--- src/rtl/led_fader_if.sv ---
// led_fader port bundle: target pattern and enable in,
// PWM drive and busy flag out.
interface led_fader_if #(
  parameter int NUM_LEDS = 16
);
  logic [NUM_LEDS-1:0] pattern_in;
  logic                en;
  logic [NUM_LEDS-1:0] ledr_out;
  logic                busy;

  modport master (
    output pattern_in,
    output en,
    input  ledr_out,
    input  busy
  );

  modport slave (
    input  pattern_in,
    input  en,
    output ledr_out,
    output busy
  );
endinterface

--- src/rtl/led_fader.sv ---
// Per-LED PWM fader with saturating ramp/decay on a divided tick.
// Define LED_FADER_GAMMA_EN for squared (perceptual) duty mapping.
module led_fader #(
  parameter int NUM_LEDS  = 16,
  parameter int PWM_BITS  = 8,
  parameter int STEP_DIV  = 1024,
  parameter int FADE_STEP = 8
) (
  input  logic       clk,
  input  logic       rst,
  led_fader_if.slave bus
);

  localparam int MAX = (1 << PWM_BITS) - 1;
  localparam int SW  = (STEP_DIV > 1) ? $clog2(STEP_DIV) : 1;

  localparam logic [PWM_BITS-1:0] LP_MAX =
    PWM_BITS'(MAX);
  localparam logic [PWM_BITS-1:0] LP_PWM_TOP =
    PWM_BITS'(MAX - 1);
  localparam logic [SW-1:0] LP_STEP_TOP =
    SW'(STEP_DIV - 1);
  localparam logic [PWM_BITS:0] LP_FADE =
    (PWM_BITS + 1)'(FADE_STEP);
  localparam logic [PWM_BITS:0] LP_MAX_W =
    (PWM_BITS + 1)'(MAX);

  logic [PWM_BITS-1:0] r_level [NUM_LEDS];
  logic [PWM_BITS-1:0] r_pwm_cnt;
  logic [SW-1:0]       r_step_cnt;
  logic [NUM_LEDS-1:0] r_ledr;

  logic                w_step_tick;
  logic [PWM_BITS-1:0] w_next [NUM_LEDS];
  logic [PWM_BITS-1:0] w_duty [NUM_LEDS];
  logic [NUM_LEDS-1:0] w_pwm_hi;
  logic [NUM_LEDS-1:0] w_off_tgt;

  assign w_step_tick =
    bus.en && (r_step_cnt == LP_STEP_TOP);

  // Saturating step toward the target rail, one bit of headroom.
  always_comb begin
    for (int i = 0; i < NUM_LEDS; i++) begin
      logic [PWM_BITS:0] v_lvl;
      logic [PWM_BITS:0] v_up;
      v_lvl = {1'b0, r_level[i]};
      v_up  = v_lvl + LP_FADE;
      w_next[i] = r_level[i];
      if (bus.pattern_in[i]) begin
        if (v_up > LP_MAX_W) w_next[i] = LP_MAX;
        else w_next[i] = v_up[PWM_BITS-1:0];
      end else begin
        if (v_lvl < LP_FADE) w_next[i] = '0;
        else w_next[i] = PWM_BITS'(v_lvl - LP_FADE);
      end
    end
  end

`ifdef LED_FADER_GAMMA_EN
  // Full-on is pinned to MAX so it never flickers.
  always_comb begin
    for (int i = 0; i < NUM_LEDS; i++) begin
      logic [2*PWM_BITS-1:0] v_sq;
      v_sq = {{PWM_BITS{1'b0}}, r_level[i]}
           * {{PWM_BITS{1'b0}}, r_level[i]};
      w_duty[i] = PWM_BITS'(v_sq >> PWM_BITS);
      if (r_level[i] == LP_MAX) w_duty[i] = LP_MAX;
    end
  end
`else
  always_comb begin
    for (int i = 0; i < NUM_LEDS; i++) begin
      w_duty[i] = r_level[i];
    end
  end
`endif

  always_comb begin
    w_pwm_hi  = '0;
    w_off_tgt = '0;
    for (int i = 0; i < NUM_LEDS; i++) begin
      w_pwm_hi[i] = w_duty[i] > r_pwm_cnt;
      if (bus.pattern_in[i])
        w_off_tgt[i] = r_level[i] != LP_MAX;
      else
        w_off_tgt[i] = r_level[i] != '0;
    end
  end

  always_ff @(posedge clk) begin
    if (rst) begin
      r_pwm_cnt <= '0;
    end else if (r_pwm_cnt == LP_PWM_TOP) begin
      r_pwm_cnt <= '0;
    end else begin
      r_pwm_cnt <= r_pwm_cnt + 1'b1;
    end
  end

  always_ff @(posedge clk) begin
    if (rst) begin
      r_step_cnt <= '0;
    end else if (w_step_tick) begin
      r_step_cnt <= '0;
    end else if (bus.en) begin
      r_step_cnt <= r_step_cnt + 1'b1;
    end
  end

  always_ff @(posedge clk) begin
    for (int i = 0; i < NUM_LEDS; i++) begin
      if (rst) begin
        r_level[i] <= '0;
      end else if (w_step_tick) begin
        r_level[i] <= w_next[i];
      end
    end
  end

  always_ff @(posedge clk) begin
    if (rst) begin
      r_ledr <= '0;
    end else begin
      r_ledr <= w_pwm_hi;
    end
  end

  assign bus.ledr_out = r_ledr;
  assign bus.busy     = |w_off_tgt;

endmodule

--- src/flat_wrapper.sv ---
// flat-port wrapper written by rule: the top's interface ports become plain ports
module led_fader_flat 
#(
  parameter int NUM_LEDS  = 16,
  parameter int PWM_BITS  = 8,
  parameter int STEP_DIV  = 1024,
  parameter int FADE_STEP = 8
)
  (clk, rst, bus_pattern_in, bus_en, bus_ledr_out, bus_busy);
  led_fader_if #(.NUM_LEDS(NUM_LEDS)) bus_i ();
  input  logic clk;
  input  logic rst;
  input wire logic [$bits(bus_i.pattern_in)-1:0] bus_pattern_in;
  input wire logic [$bits(bus_i.en)-1:0] bus_en;
  output wire logic [$bits(bus_i.ledr_out)-1:0] bus_ledr_out;
  output wire logic [$bits(bus_i.busy)-1:0] bus_busy;
  assign bus_i.pattern_in = bus_pattern_in;
  assign bus_i.en = bus_en;
  assign bus_ledr_out = bus_i.ledr_out;
  assign bus_busy = bus_i.busy;
  led_fader #(.NUM_LEDS(NUM_LEDS), .PWM_BITS(PWM_BITS), .STEP_DIV(STEP_DIV), .FADE_STEP(FADE_STEP)) u_core (.clk(clk), .rst(rst), .bus(bus_i));
endmodule
--- config.mk ---
export PLATFORM = sky130hd
export DESIGN_NAME = led_fader_flat
export DESIGN_NICKNAME = d
export VERILOG_FILES = /design/src/rtl/led_fader_if.sv /design/src/rtl/led_fader.sv /design/src/flat_wrapper.sv
export SDC_FILE = /design/constraint.sdc
export NUM_CORES = 1
export LEC_CHECK = 0
export ABC_AREA = 1
export CORE_ASPECT_RATIO = 1.5
export CORE_UTILIZATION = 60
export CTS_BUF_LIST = sky130_fd_sc_hd__clkbuf_8 sky130_fd_sc_hd__clkbuf_16
export CTS_CLUSTER_SIZE = 16
export DETAILED_ROUTE_END_ITERATION = 10
export GPL_TIMING_DRIVEN = 0
export PLACE_DENSITY = 0.84
export REMOVE_ABC_BUFFERS = 1
export SLEW_MARGIN = 25
export SYNTH_ARGS = -nofsm -noshare
export SYNTH_HDL_FRONTEND = slang
export SYNTH_SLANG_ARGS = --single-unit
--- constraint.sdc ---
create_clock -name clk -period 4.6 [get_ports clk]
set_input_delay 0.46 -clock clk [delete_from_list [all_inputs] [get_ports clk]]
set_output_delay 0.46 -clock clk [all_outputs]
set_load 0.05 [all_outputs]
---- Yosys cells after proc, flatten, opt, wreduce, memory -nomap -nowiden ----
Memories as Yosys holds them, arrays and structs flattened.
Index checks and enable logic that the tools add are counted.
storage, ports and cells
  register bits ........................... 34
  bits in latches ......................... 0
  memory bits (writable) .................. 128
  ROM bits ................................ 0
  bits of input ports ..................... 19
  output and inout port bits .............. 17
  logic and storage cells ................. 225
  memories ................................ 1
memory list
  name            depth  width  rd ports  clocked after memory_dff  write ports  RTL line         source
  u_core.r_level  16     8      16        0                         16           led_fader.sv:28  logic [PWM_BITS-1:0] r_level [NUM_LEDS];
operators by class
  $add $sub $neg .......................... 34
  $mul .................................... 0
  divide/modulo/power cells ............... 0
  order comparisons ....................... 48
  equal/unequal tests ..................... 18
  shift operators ......................... 0
  mux-type cells .......................... 85
  bitwise logic cells ..................... 16
  reductions and logical operators ........ 20
operators by type and width
  cell                     number
  $mux W8                  64
  $add A8 B4 Y9 const B    16
  $gt A9 B8 Y1 const B     16
  $gt A8 B8 Y1             16
  $lt A8 B4 Y1 const B     16
  $ne A8 B8 Y1 const B     16
  $reduce_bool A8 Y1       16
  $sub A8 B4 Y8 const B    16
  $mux W1                  21
  $or A1 B1 Y1             16
  $reduce_or A16 Y1        1
  $add A10 B1 Y10 const B  1
  $eq A10 B10 Y1 const B   1
  $add A8 B1 Y8 const B    1
  $eq A8 B8 Y1 const B     1
  $reduce_or A2 Y1         2
  $logic_and A1 B1 Y1      1

---- Logic depth before layout (Yosys ltp) ----
Gate-level depths: netlist of run 1.
  depth after elaboration ................. 6
  gate-level depth with buffers ........... 11
  gate-level depth less buffers ........... 10

---- Least setup slack after synthesis of run 1 ----
No wires, ideal clock.
  path type ............................... reg-to-reg
  from .................................... register u_core.r_step_cnt[0]
  to ...................................... memory u_core.r_level[2][1] (netlist: u_core.r_level[0][17]), enable pin
  setup time .............................. 304 ps
  arrival time ............................ 2561 ps
  data required time ...................... 4296 ps
  slack ................................... 1735 ps
  cell stages (with the launch flop) ...... 9
  buffers on the path ..................... 1
  period minus slack after synthesis ...... 2865 ps
  path through ............................ dfxtp_1 ha_1 nand3_1 nor3_4 nand3_1 nand2_2 inv_2 buf_6 a21oi_1
RTL lines
  what                    RTL line          source
  start, declared         led_fader.sv:30   logic [SW-1:0] r_step_cnt;
  start signal, assigned  led_fader.sv:107  r_step_cnt <= r_step_cnt + 1'b1;
  end, declared           led_fader.sv:28

==> summary.md, run 1 <==
| Metric | Value |
|---|---|
| GR Util All Layers | about 29% |
| Grt ovf | 0 |
| Placed Cells | about 2000 |
| Vias in the first global route | ~11000 |
| Fillers | about 1600 |
| Power Density | 251 mW/mm2 |
| Clk Latency, worst-skew pair | ~0.44 ns |
| CP startpoint kind | primary input |
| Post-CTS Resized | 0 |
| Top_reg_cell synth | edfxtp_1 |
| Crit-path max FO | 53 |
| Footprint of the multi-input gates | about 0.0079 mm2 |
| Layout cells sized above 1 | under 10% |
| Num CTS Buffers | 17 |
| I/O pin count | 36 |
| Worst Tran Pin Value | approximately 1.1 ns |
| CP endpoint kind | flop |
| Fmax | roughly 280 MHz |
| Sequential fraction of the synthesis area | between 20 and 30% |
| Hold Fails Final Rpt | 0 |
| Ys async rst share | 0% |
| H-tree depth | 4 |
| Longest Clk Path Bufs | 2 |
| Area leader, netlist | edfxtp_1 |
| Max-slew headroom | between 20% and 30% |
| Status | complete, no violations |
| FF+latch area | approximately 0.0036 mm2 |
| Buffers on Ports | 35 |
| WL/cell | around 15 um |
| Fin crit period | between 3 and 4 ns |
| Core area | 0.0199 mm2 |
| Non-filler instance count after layout | about 2000 |
| CP Class | primary input to flop |
| DRT iter0 DRCs | 594 |
| Fin Setup TNS | 0 ns |
| Largest net degree at the start of global routing | 89 |
| FF+latch count, synth | 130 |
| Pleak | just over 6 nW |
| WL final | around 30 mm |
| EDFF count, synth | 96 |
| Worst Path Required | 4.76 ns |
| Dpl hpwl | roughly 20 mm |
| Antenna violations before repair | 0 |
| GP Congestion | 0.900 |
| Antenna diodes | 0 |
| Min-delay worst type | flop to flop |
| Drt pass-1 iters | 5 |
| Global-route wire length before repair | approximately 49 mm |
| Vias/cell | 5.79 |
| Clock transition at path regs | about 0.060 ns |
| WHS | a little under 0.5 ns |
| Area Growth Syn to Fin | 8.92% |
| Worst vdd ir | 0.000267 V |
| Synth Warn # | 0 |
| Die X-Extent | 119 um |
| Syn avg cell area | approximately 7.2 um2 |
| Fin nets | around 1900 |
| RSZ-0062 raised after global routing | false |
| # setup viols final | 0 |
| Hold buffer count at cts | 0 |
| Number of setup buffers added after CTS | 0 |
| Netlist Area Pre-Place | between 0.01 and 0.015 mm2 |
| Most frequent cells after synthesis | nand2_1 (424), nor2_1 (203), inv_1 (197) |
| Distinct cells, synth | 35 |
| Vias | between 10000 and 15000 |
| DRT antenna net count | 0 |
| Root Buffer | clkbuf_16 |
| Die Y | roughly 180 um |
| Clk_skew | ~0.011 ns |
| Total die area | ~0.021 mm2 |
| CTS Sinks | 130 |
| Starting Density | between 60 and 70% |
| Synth top area share | 23.3% |
| Total of max-cap violations | 0 |
| CTS tree | done |
| Largest cells by area after synthesis | edfxtp_1 (23%), ha_1 (18%), nand2_1 (13%) |
| Count leader, synth | nand2_1 |
| WP data arrival | 3.71 ns |
| Placement Rows | 63 |
| Post-Synthesis Cells | ~1700 |
| Tcrit/Tclk final | approximately 77% |
| Max-slew violations | 0 |
| Post-route DRC violation count | 0 |
cells by family after synthesis:
logic type | Yosys count | synth area share [%]
AO/OA/AOI/OAI | 250 | 10.9
XOR/XNOR | 66 | 4.68
adder cells (fa/ha/maj) | 179 | 18.1
buffers and inverters | 232 | 7.46
flip-flops | 130 | 28.8
AND/OR/NAND/NOR | 854 | 30.0
routing by layer:
| metal | share of wire (%) | GRT usage, % | wire (um) | up-vias |
|---|---|---|---|---|
| li1 | - | - | - | 5837 |
| met1 | 41 | 30.6 | 12100 | 5408 |
| met2 | 52 | 54.1 | 15500 | 274 |
| met3 | 3.6 | 4.37 | 1080 | 98 |
| met4 | 3.6 | 15.3 | 1080 | 0 |
| met5 | 0 | 0 | 0 | - |
worst max-delay path, stage by stage:
cell             delay [ns]
clkdlybuf4s50_1        0.56
clkinv_1               0.80
nand4_4                1.02
inv_4                  0.47
nand3_2                0.24
o21ai_1                0.09
worst paths after layout:
kind              cells after the start               endpoint                  from  slack [ns]
setup / recovery                      6  u_core.r_level[1][39]                   rst        1.05
hold / removal                        2    u_core.r_pwm_cnt[4]   u_core.r_pwm_cnt[4]        0.48
setup reg to reg                      7   u_core.r_level[1][5]  u_core.r_step_cnt[0]        1.36
hold reg to reg                       2    u_core.r_pwm_cnt[4]   u_core.r_pwm_cnt[4]        0.48
registers in the layout, indices dropped and copies added (netlist names):
| name | flops |
|---|---|
| u_core.r_pwm_cnt | 8 |
| u_core.r_step_cnt | 10 |
| u_core.bus.ledr_out | 16 |
| u_core.r_level | 96 |
report_power, final:
| part | internal, W | switching (W) |
|---|---|---|
| Combinational | 0.000241 | 0.000397 |
| Sequential | 0.00132 | 0.000105 |
| Clock | 0.000734 | 0.000581 |
| Total | 0.00229 | 0.00108 |
stage by stage:
stage                     setup WS (ns)  area, um2  power (W)  util (%)
after floorplan                    1.72      12200    0.00188         -
after CTS                          1.12      13500    0.00338      67.5
after global placement           -0.527      12900    0.00204      64.5
after global routing              0.940      13500    0.00353      67.5
after detailed placement          0.665      12900    0.00207      64.6
final                              1.05      13500    0.00337      67.5
final cells by class:
cell class              count  area share (%)
clock buffers              18            3.35
repair buffers             35            2.60
inverters                 201            5.62
well taps                 260            2.42
clock inverters            14           0.883
multi-input cells        1349            58.6
flip-flops and latches    130            26.5
cells in the final DEF (no fill, tap or decap), types with 2 or more instances in the layout:
| cell | Yosys | layout |
|---|---|---|
| clkbuf_16 | 0 | 18 |
| clkdlybuf4s50_1 | 0 | 35 |
| o21ai_0 | 76 | 76 |
| nand3_1 | 119 | 119 |
| nand3_2 | 2 | 2 |
| or2_2 | 9 | 9 |
| o21ai_1 | 3 | 3 |
| clkinvlp_4 | 0 | 3 |
| edfxtp_1 | 96 | 96 |
| nor3_1 | 8 | 8 |
| inv_6 | 0 | 6 |
| a21oi_1 | 123 | 123 |
| a21boi_1 | 4 | 4 |
| clkinv_4 | 0 | 5 |
| dfxtp_1 | 34 | 33 |
| clkinv_1 | 1 | 2 |
| o22ai_1 | 17 | 17 |
| a21boi_0 | 5 | 5 |
| xor2_1 | 42 | 42 |
| nand4_1 | 75 | 75 |
| a211oi_1 | 16 | 16 |
| nor2_1 | 203 | 203 |
| a22oi_1 | 4 | 4 |
| ha_1 | 179 | 179 |
| inv_1 | 197 | 196 |
| nand4_2 | 9 | 9 |
| inv_2 | 3 | 2 |
| xnor2_1 | 24 | 24 |
| nand2_1 | 424 | 424 |
No activity file was read; power rests on OpenSTA's default activity.
==> run 2, diff against run 1 <==
--- a/config.mk
+++ b/config.mk
@@ -7,12 +7,12 @@
 export LEC_CHECK = 0
 export ABC_AREA = 1
 export CORE_ASPECT_RATIO = 1.5
-export CORE_UTILIZATION = 60
+export CORE_UTILIZATION = 58
 export CTS_BUF_LIST = sky130_fd_sc_hd__clkbuf_8 sky130_fd_sc_hd__clkbuf_16
 export CTS_CLUSTER_SIZE = 16
 export DETAILED_ROUTE_END_ITERATION = 10
 export GPL_TIMING_DRIVEN = 0
-export PLACE_DENSITY = 0.84
+export PLACE_DENSITY = 0.85
 export REMOVE_ABC_BUFFERS = 1
 export SLEW_MARGIN = 25
 export SYNTH_ARGS = -nofsm -noshare
==> constraint.sdc (replaced) <==
create_clock -name clk -period 3.2 [get_ports clk]
set_input_delay 0.32 -clock clk [delete_from_list [all_inputs] [get_ports clk]]
set_output_delay 0.32 -clock clk [all_outputs]
set_load 0.05 [all_outputs]
==> summary.md, run 2 (synthesized netlist as in run 1, its figures left out) <==
| Metric | Value |
|---|---|
| Longest Clk Path Bufs | 2 |
| Register bank with the most flops | u_core.r_level |
| H-tree depth | 4 |
| Area Growth Syn to Fin | 9.06% |
| Post-layout util | 64.2% |
| Fin crit period | about 2.8 ns |
| Worst Tran Pin Value | around 1.1 ns |
| Vias/cell | 5.89 |
| Placement Rows | 65 |
| Hold buffer count at cts | 0 |
| # setup viols final | 0 |
| Antenna violations before repair | 0 |
| Grt ovf | 0 |
| Status | complete, no violations |
| Clock power share | 38.6% |
| Worst slack at placement | -0.606 ns |
| Die Y | approximately 180 um |
| Worst reg2reg endpoint | u_core.r_level[0][53] |
| Max-slew headroom | between 20% and 30% |
| Crit-path max FO | 50 |
| Post-route DRC violation count | 0 |
| Worst Path Required | around 3.5 ns |
| WL final | 31.0 mm |
| Vias in the first global route | 11783 |
| CP startpoint | u_core.r_step_cnt[0] |
| Largest net degree at the start of global routing | 51 |
| Global-route wire length before repair | ~52 mm |
| Final WS setup | 0.356 ns |
| Switching pwr | between 0.0015 and 0.002 W |
| Clock transition at path regs | around 0.060 ns |
| Antenna diodes | 0 |
| CP endpoint kind | flop |
| Dpl hpwl | just over 20 mm |
| CP startpoint kind | flop |
| Fin nets | 1934 |
| Commonest non-fill, non-tap cells in the layout | nand2_1 (424), nor2_1 (203), inv_1 (198), ha_1 (179), a21oi_1 (123) |
| GP Congestion | between 0.9 and 1 |
| GR Util All Layers | 29.4% |
| Worst vdd ir | about 0.00036 V |
| Vias | between 10000 and 15000 |
| Clk_skew | 0.00618 ns |
| Min-delay worst type | flop to flop |
| WL/cell | ~15 um |
| WP data arrival | roughly 3.2 ns |
| DRT iter0 DRCs | 882 |
| Core area | around 0.021 mm2 |
| CP Class | flop to flop |
| Tcrit/Tclk final | 88.9% |
| CTS Sinks | 130 |
| CP max stage delay | 0.64 ns |
| Clk Latency, worst-skew pair | about 0.44 ns |
| Max-slew violations | 0 |
| Drt pass-1 iters | 6 |
| Root Buffer | clkbuf_16 |
| Hold Fails Final Rpt | 0 |
| Total die area | 0.0219 mm2 |
| Most common cell after layout, fill and taps aside | nand2_1 |
| Die X-Extent | 121 um |
| Fmax | around 350 MHz |
| Reg-to-reg setup timing slack | 0.36 ns |
| Total of max-cap violations | 0 |
| Crit path max-delay cell type | inv_6 |
| Power Density | between 300 and 400 mW/mm2 |
| P_int | between 0.003 and 0.004 W |
| Reg power frac | between 40% and 50% |
| Switching Share | about a third |
| RSZ-0062 raised after global routing | false |
| Pleak | roughly 6.2 nW |
| Num CTS Buffers | 17 |
| I/O pin count | 36 |
| Number of setup buffers added after CTS | 0 |
| Layout cells sized above 1 | roughly 3.5% |
| Critical Path Sink | u_core.r_level[0][53] |
| CTS tree | done |
| R2R depth | 7 |
| Buffers on Ports | 35 |
| Worst-path cell chain | ha_1 > nand3_1 > nor3_4 > nand4_4 > inv_6 > nand4_2 > nand2_1 |
| Comb power frac | a little under a fifth |
| Worst R2R Start | u_core.r_step_cnt[0] |
| DRT antenna net count | 0 |
| Max reg flops | 96 |
| Starting Density | between 50% and 60% |
-- run 2: stage by stage --
stage | TNS [ns] | total power (W) | hold slack [ns] | area, um2 | cells
2_1_floorplan | 0 | 0.00270 | 0.399 | 12200 | 1680
3_3_place_gp | -135.01 | 0.00293 | 0.447 | 12900 | 1983
3_5_place_dp | -38.58 | 0.00298 | 0.468 | 12900 | 1983
4_1_cts | 0 | 0.00483 | 0.477 | 13500 | 2017
5_1_grt | 0 | 0.00505 | 0.518 | 13500 | 2017
6_report | 0 | 0.00484 | 0.485 | 13500 | 2017
-- run 2: cell type report --
class / count / area (um2)
clock buffers: 17 / 425
clock inverters: 15 / 121
fillers: 1839 / 7500
inverters: 201 / 761
multi-input cells: 1351 / 7920
flip-flops and latches: 130 / 3560
well taps: 268 / 335
repair buffers: 35 / 353
-- run 2: how the worst min path moves through the flow --
stage | from | endpoint | slack [ns] | cells after the start
after floorplan | rst | u_core.r_step_cnt[4] | 0.40 | 1
after global placement | u_core.r_pwm_cnt[4] | u_core.r_pwm_cnt[4] | 0.45 | 2
after detailed placement | u_core.r_pwm_cnt[4] | u_core.r_pwm_cnt[4] | 0.47 | 2
after CTS | u_core.r_pwm_cnt[4] | u_core.r_pwm_cnt[4] | 0.48 | 2
after global routing | u_core.r_step_cnt[1] | u_core.r_step_cnt[1] | 0.52 | 2
final | u_core.r_step_cnt[9] | u_core.r_step_cnt[9] | 0.48 | 2
-- run 2: repair_timing --
item,in CTS,in global routing
endpoints found under the hold margin,0,0
pin swaps,2,0
gates resized for setup,1,2
cloned,2,0
endpoints found under the setup margin,67,2
-- run 2: layer usage --
layer / track usage, % / wire length (um)
met2: 53.1 / 16000
met4: 17.2 / 1270
met5: 0 / 0
met3: 4.77 / 1790
met1: 31.8 / 11900
-- run 2: critical path, delay by kind of cell (launching register included) --
| kind | cells | cell delay (ns) |
|---|---|---|
| flip-flops | 1 | 0.36 |
| adder cells (fa/ha/maj) | 1 | 0.18 |
| buffers and inverters | 1 | 0.64 |
| AND/OR/NAND/NOR | 5 | 1.49 |
-- run 2: power groups by stage --
| stage | sequential (W) | combinational (W) | clock, W |
|---|---|---|---|
| final | 0.00205 | 0.000922 | 0.00187 |
| after global routing | 0.00206 | 0.00105 | 0.00194 |
| after CTS | 0.00204 | 0.000914 | 0.00188 |
| after detailed placement | 0.00208 | 0.000902 | 0 |
| after global placement | 0.00207 | 0.000858 | 0 |
| after floorplan | 0.00209 | 0.000615 | 0 |
==> run 3, diff against run 2 <==
--- a/config.mk
+++ b/config.mk
@@ -6,6 +6,7 @@
 export NUM_CORES = 1
 export LEC_CHECK = 0
 export ABC_AREA = 1
+export CAP_MARGIN = 20
 export CORE_ASPECT_RATIO = 1.5
 export CORE_UTILIZATION = 58
 export CTS_BUF_LIST = sky130_fd_sc_hd__clkbuf_8 sky130_fd_sc_hd__clkbuf_16
@@ -18,3 +19,4 @@
 export SYNTH_ARGS = -nofsm -noshare
 export SYNTH_HDL_FRONTEND = slang
 export SYNTH_SLANG_ARGS = --single-unit
+export TNS_END_PERCENT = 10
==> summary.md, run 3 (synthesized netlist as in run 1, its figures left out) <==
| Metric | Value |
|---|---|
| Commonest non-fill, non-tap cells in the layout | nand2_1 (424), nor2_1 (203), inv_1 (198), ha_1 (179), a21oi_1 (123) |
| Fin crit period | 3.00 ns |
| Tcrit/Tclk final | about 94% |
| CP bufs+invs | 1 |
| Root Buffer | clkbuf_16 |
| GR Util All Layers | a little under 30% |
| Crit path max-delay cell type | nand2_8 |
| Clk_skew | around 0.0091 ns |
| Worst Tran Pin Value | between 1 and 1.5 ns |
| H-tree depth | 4 |
| Max-slew violations | 0 |
| Hold buffer count at cts | 0 |
| Die X-Extent | roughly 120 um |
| Total of max-cap violations | 0 |
| Footprint of the multi-input gates | about 0.008 mm2 |
| Starting Density | slightly below 60% |
| Antenna violations before repair | 0 |
| CP startpoint kind | flop |
| Most used cell, CP | nand3_1 |
| CTS tree | done |
| Post-layout util | between 60% and 70% |
| Cell family with most CP delay | simple AND/OR/NAND/NOR gates |
| Longest Clk Path Bufs | 2 |
| Vias/cell | ~6 |
| WHS | 0.486 ns |
| Status | complete, no violations |
| CP startpoint | u_core.r_step_cnt[0] |
| WL/cell | ~15 um |
| Fmax | 333 MHz |
| CP max stage delay | approximately 0.6 ns |
| # setup viols final | 0 |
| Total die area | 0.0219 mm2 |
| Worst-path cell chain | ha_1 > nand3_1 > nor3_4 > nand3_1 > nand2_8 > inv_2 > a21oi_1 |
| Grt ovf | 0 |
| Vias in the first global route | around 12000 |
| Worst Path Required | roughly 3.3 ns |
| Hold Fails Final Rpt | 0 |
| Worst vdd ir | approximately 0.00036 V |
| Buffers on Ports | 35 |
| Drt pass-1 iters | 5 |
| Number of setup buffers added after CTS | 0 |
| Power Density | 359 mW/mm2 |
| I/O pin count | 36 |
| CTS Sinks | 130 |
| CP Class | flop to flop |
| Fin nets | around 1900 |
| Min-delay worst type | flop to flop |
| Antenna diodes | 0 |
| Most common cell after layout, fill and taps aside | nand2_1 |
| CP endpoint kind | flop |
| Largest net degree at the start of global routing | a little under 90 |
| Vias | ~12000 |
| DRT iter0 DRCs | around 900 |
| Die Y | roughly 180 um |
| Worst R2R Start | u_core.r_step_cnt[0] |
| Global-route wire length before repair | between 50 and 60 mm |
| Clk Latency, worst-skew pair | around 0.44 ns |
| Area Growth Syn to Fin | 8.97% |
| Register bank with the most flops | u_core.r_level |
| Dpl hpwl | a little over 20 mm |
| DRT antenna net count | 0 |
| WP data arrival | 3.14 ns |
| Hold Startpoint | u_core.r_step_cnt[9] |
| Fillers | 1840 |
| Pleak | ~6.2 nW |
| Crit-path max FO | 88 |
| Core area | about 0.021 mm2 |
| RSZ-0062 raised after global routing | true |
| Max-slew headroom | ~28% |
| FF+latch area | approximately 0.0036 mm2 |
| Layout cells sized above 1 | between 3 and 4% |
| Max reg flops | 96 |
| Post-route DRC violation count | 0 |
| WL final | 30.8 mm |
| Clock transition at path regs | 0.06 ns |
| GP Congestion | 0.924 |
| Num CTS Buffers | 17 |
| Placement Rows | 65 |
==> run 3: cell count changes in the layout (fill, tap and decap cells not counted) <==
cell	delta
nand2_4	-1
==> run 3: where the power goes <==
| group | total (W) | switching (W) | internal, W | leakage [nW] |
|---|---|---|---|---|
| registers | 0.00205 | 0.000153 | 0.00189 | 1.19 |
| logic | 0.000920 | 0.000572 | 0.000349 | 4.70 |
| clock network | 0.00187 | 0.000806 | 0.00106 | 0.265 |
==> run 3: path summary, 6_finish.rpt <==
path | cells past startpoint | slack [ns] | end
worst min-delay path | 2 | 0.49 | u_core.r_step_cnt[9]
worst max-delay path | 7 | 0.20 | u_core.r_level[0][33]
worst min register to register | 2 | 0.49 | u_core.r_step_cnt[9]
worst max register to register | 7 | 0.20 | u_core.r_level[0][33]
==> run 3: through the flow <==
| stage | instance area (um2) | power, W | TNS [ns] | setup slack (ns) | std cells |
|---|---|---|---|---|---|
| after CTS | 13500 | 0.00483 | 0 | 0.125 | 2016 |
| final | 13500 | 0.00483 | 0 | 0.195 | 2016 |
| after global placement | 12900 | 0.00293 | -135.01 | -1.85 | 1983 |
| after global routing | 13500 | 0.00505 | -0.166 | -0.0472 | 2016 |
| after floorplan | 12200 | 0.00270 | 0 | 0.322 | 1680 |
| after detailed placement | 12900 | 0.00298 | -38.58 | -0.606 | 1983 |
==> run 3: cell type report <==
class,count,share of cell area [%]
clock inverter,15,0.901
inverter,201,5.65
sequential,130,26.5
tap,268,2.49
clock buffer,17,3.16
multi-input combinational,1350,58.7
timing repair buffer,35,2.62
==> run 3: repair_timing <==
action	4_1_cts	5_1_grt
resized for setup	1	2
gates cloned	1	0
pin swaps	2	1
endpoints found under the setup margin	67	14
==> run 3: layer usage <==
metal	part of all wire (%)	wire [um]	track usage [%]	vias up
met5	0	0	0	-
met4	4.4	1360	17.7	0
met3	5.2	1590	4.64	123
met2	51	15800	52.8	370
met1	39	12000	31.7	5472
li1	-	-	-	5852
==> run 3: worst register-to-register path: cells and delay by family, from the launching register on <==
family	cells	cell delay, ns
DFF	1	0.36
adders and majority gates	1	0.18
buffers and inverters	1	0.48
and+or+nand+nor	4	1.40
AOI/OAI and AO/OA	1	0.27
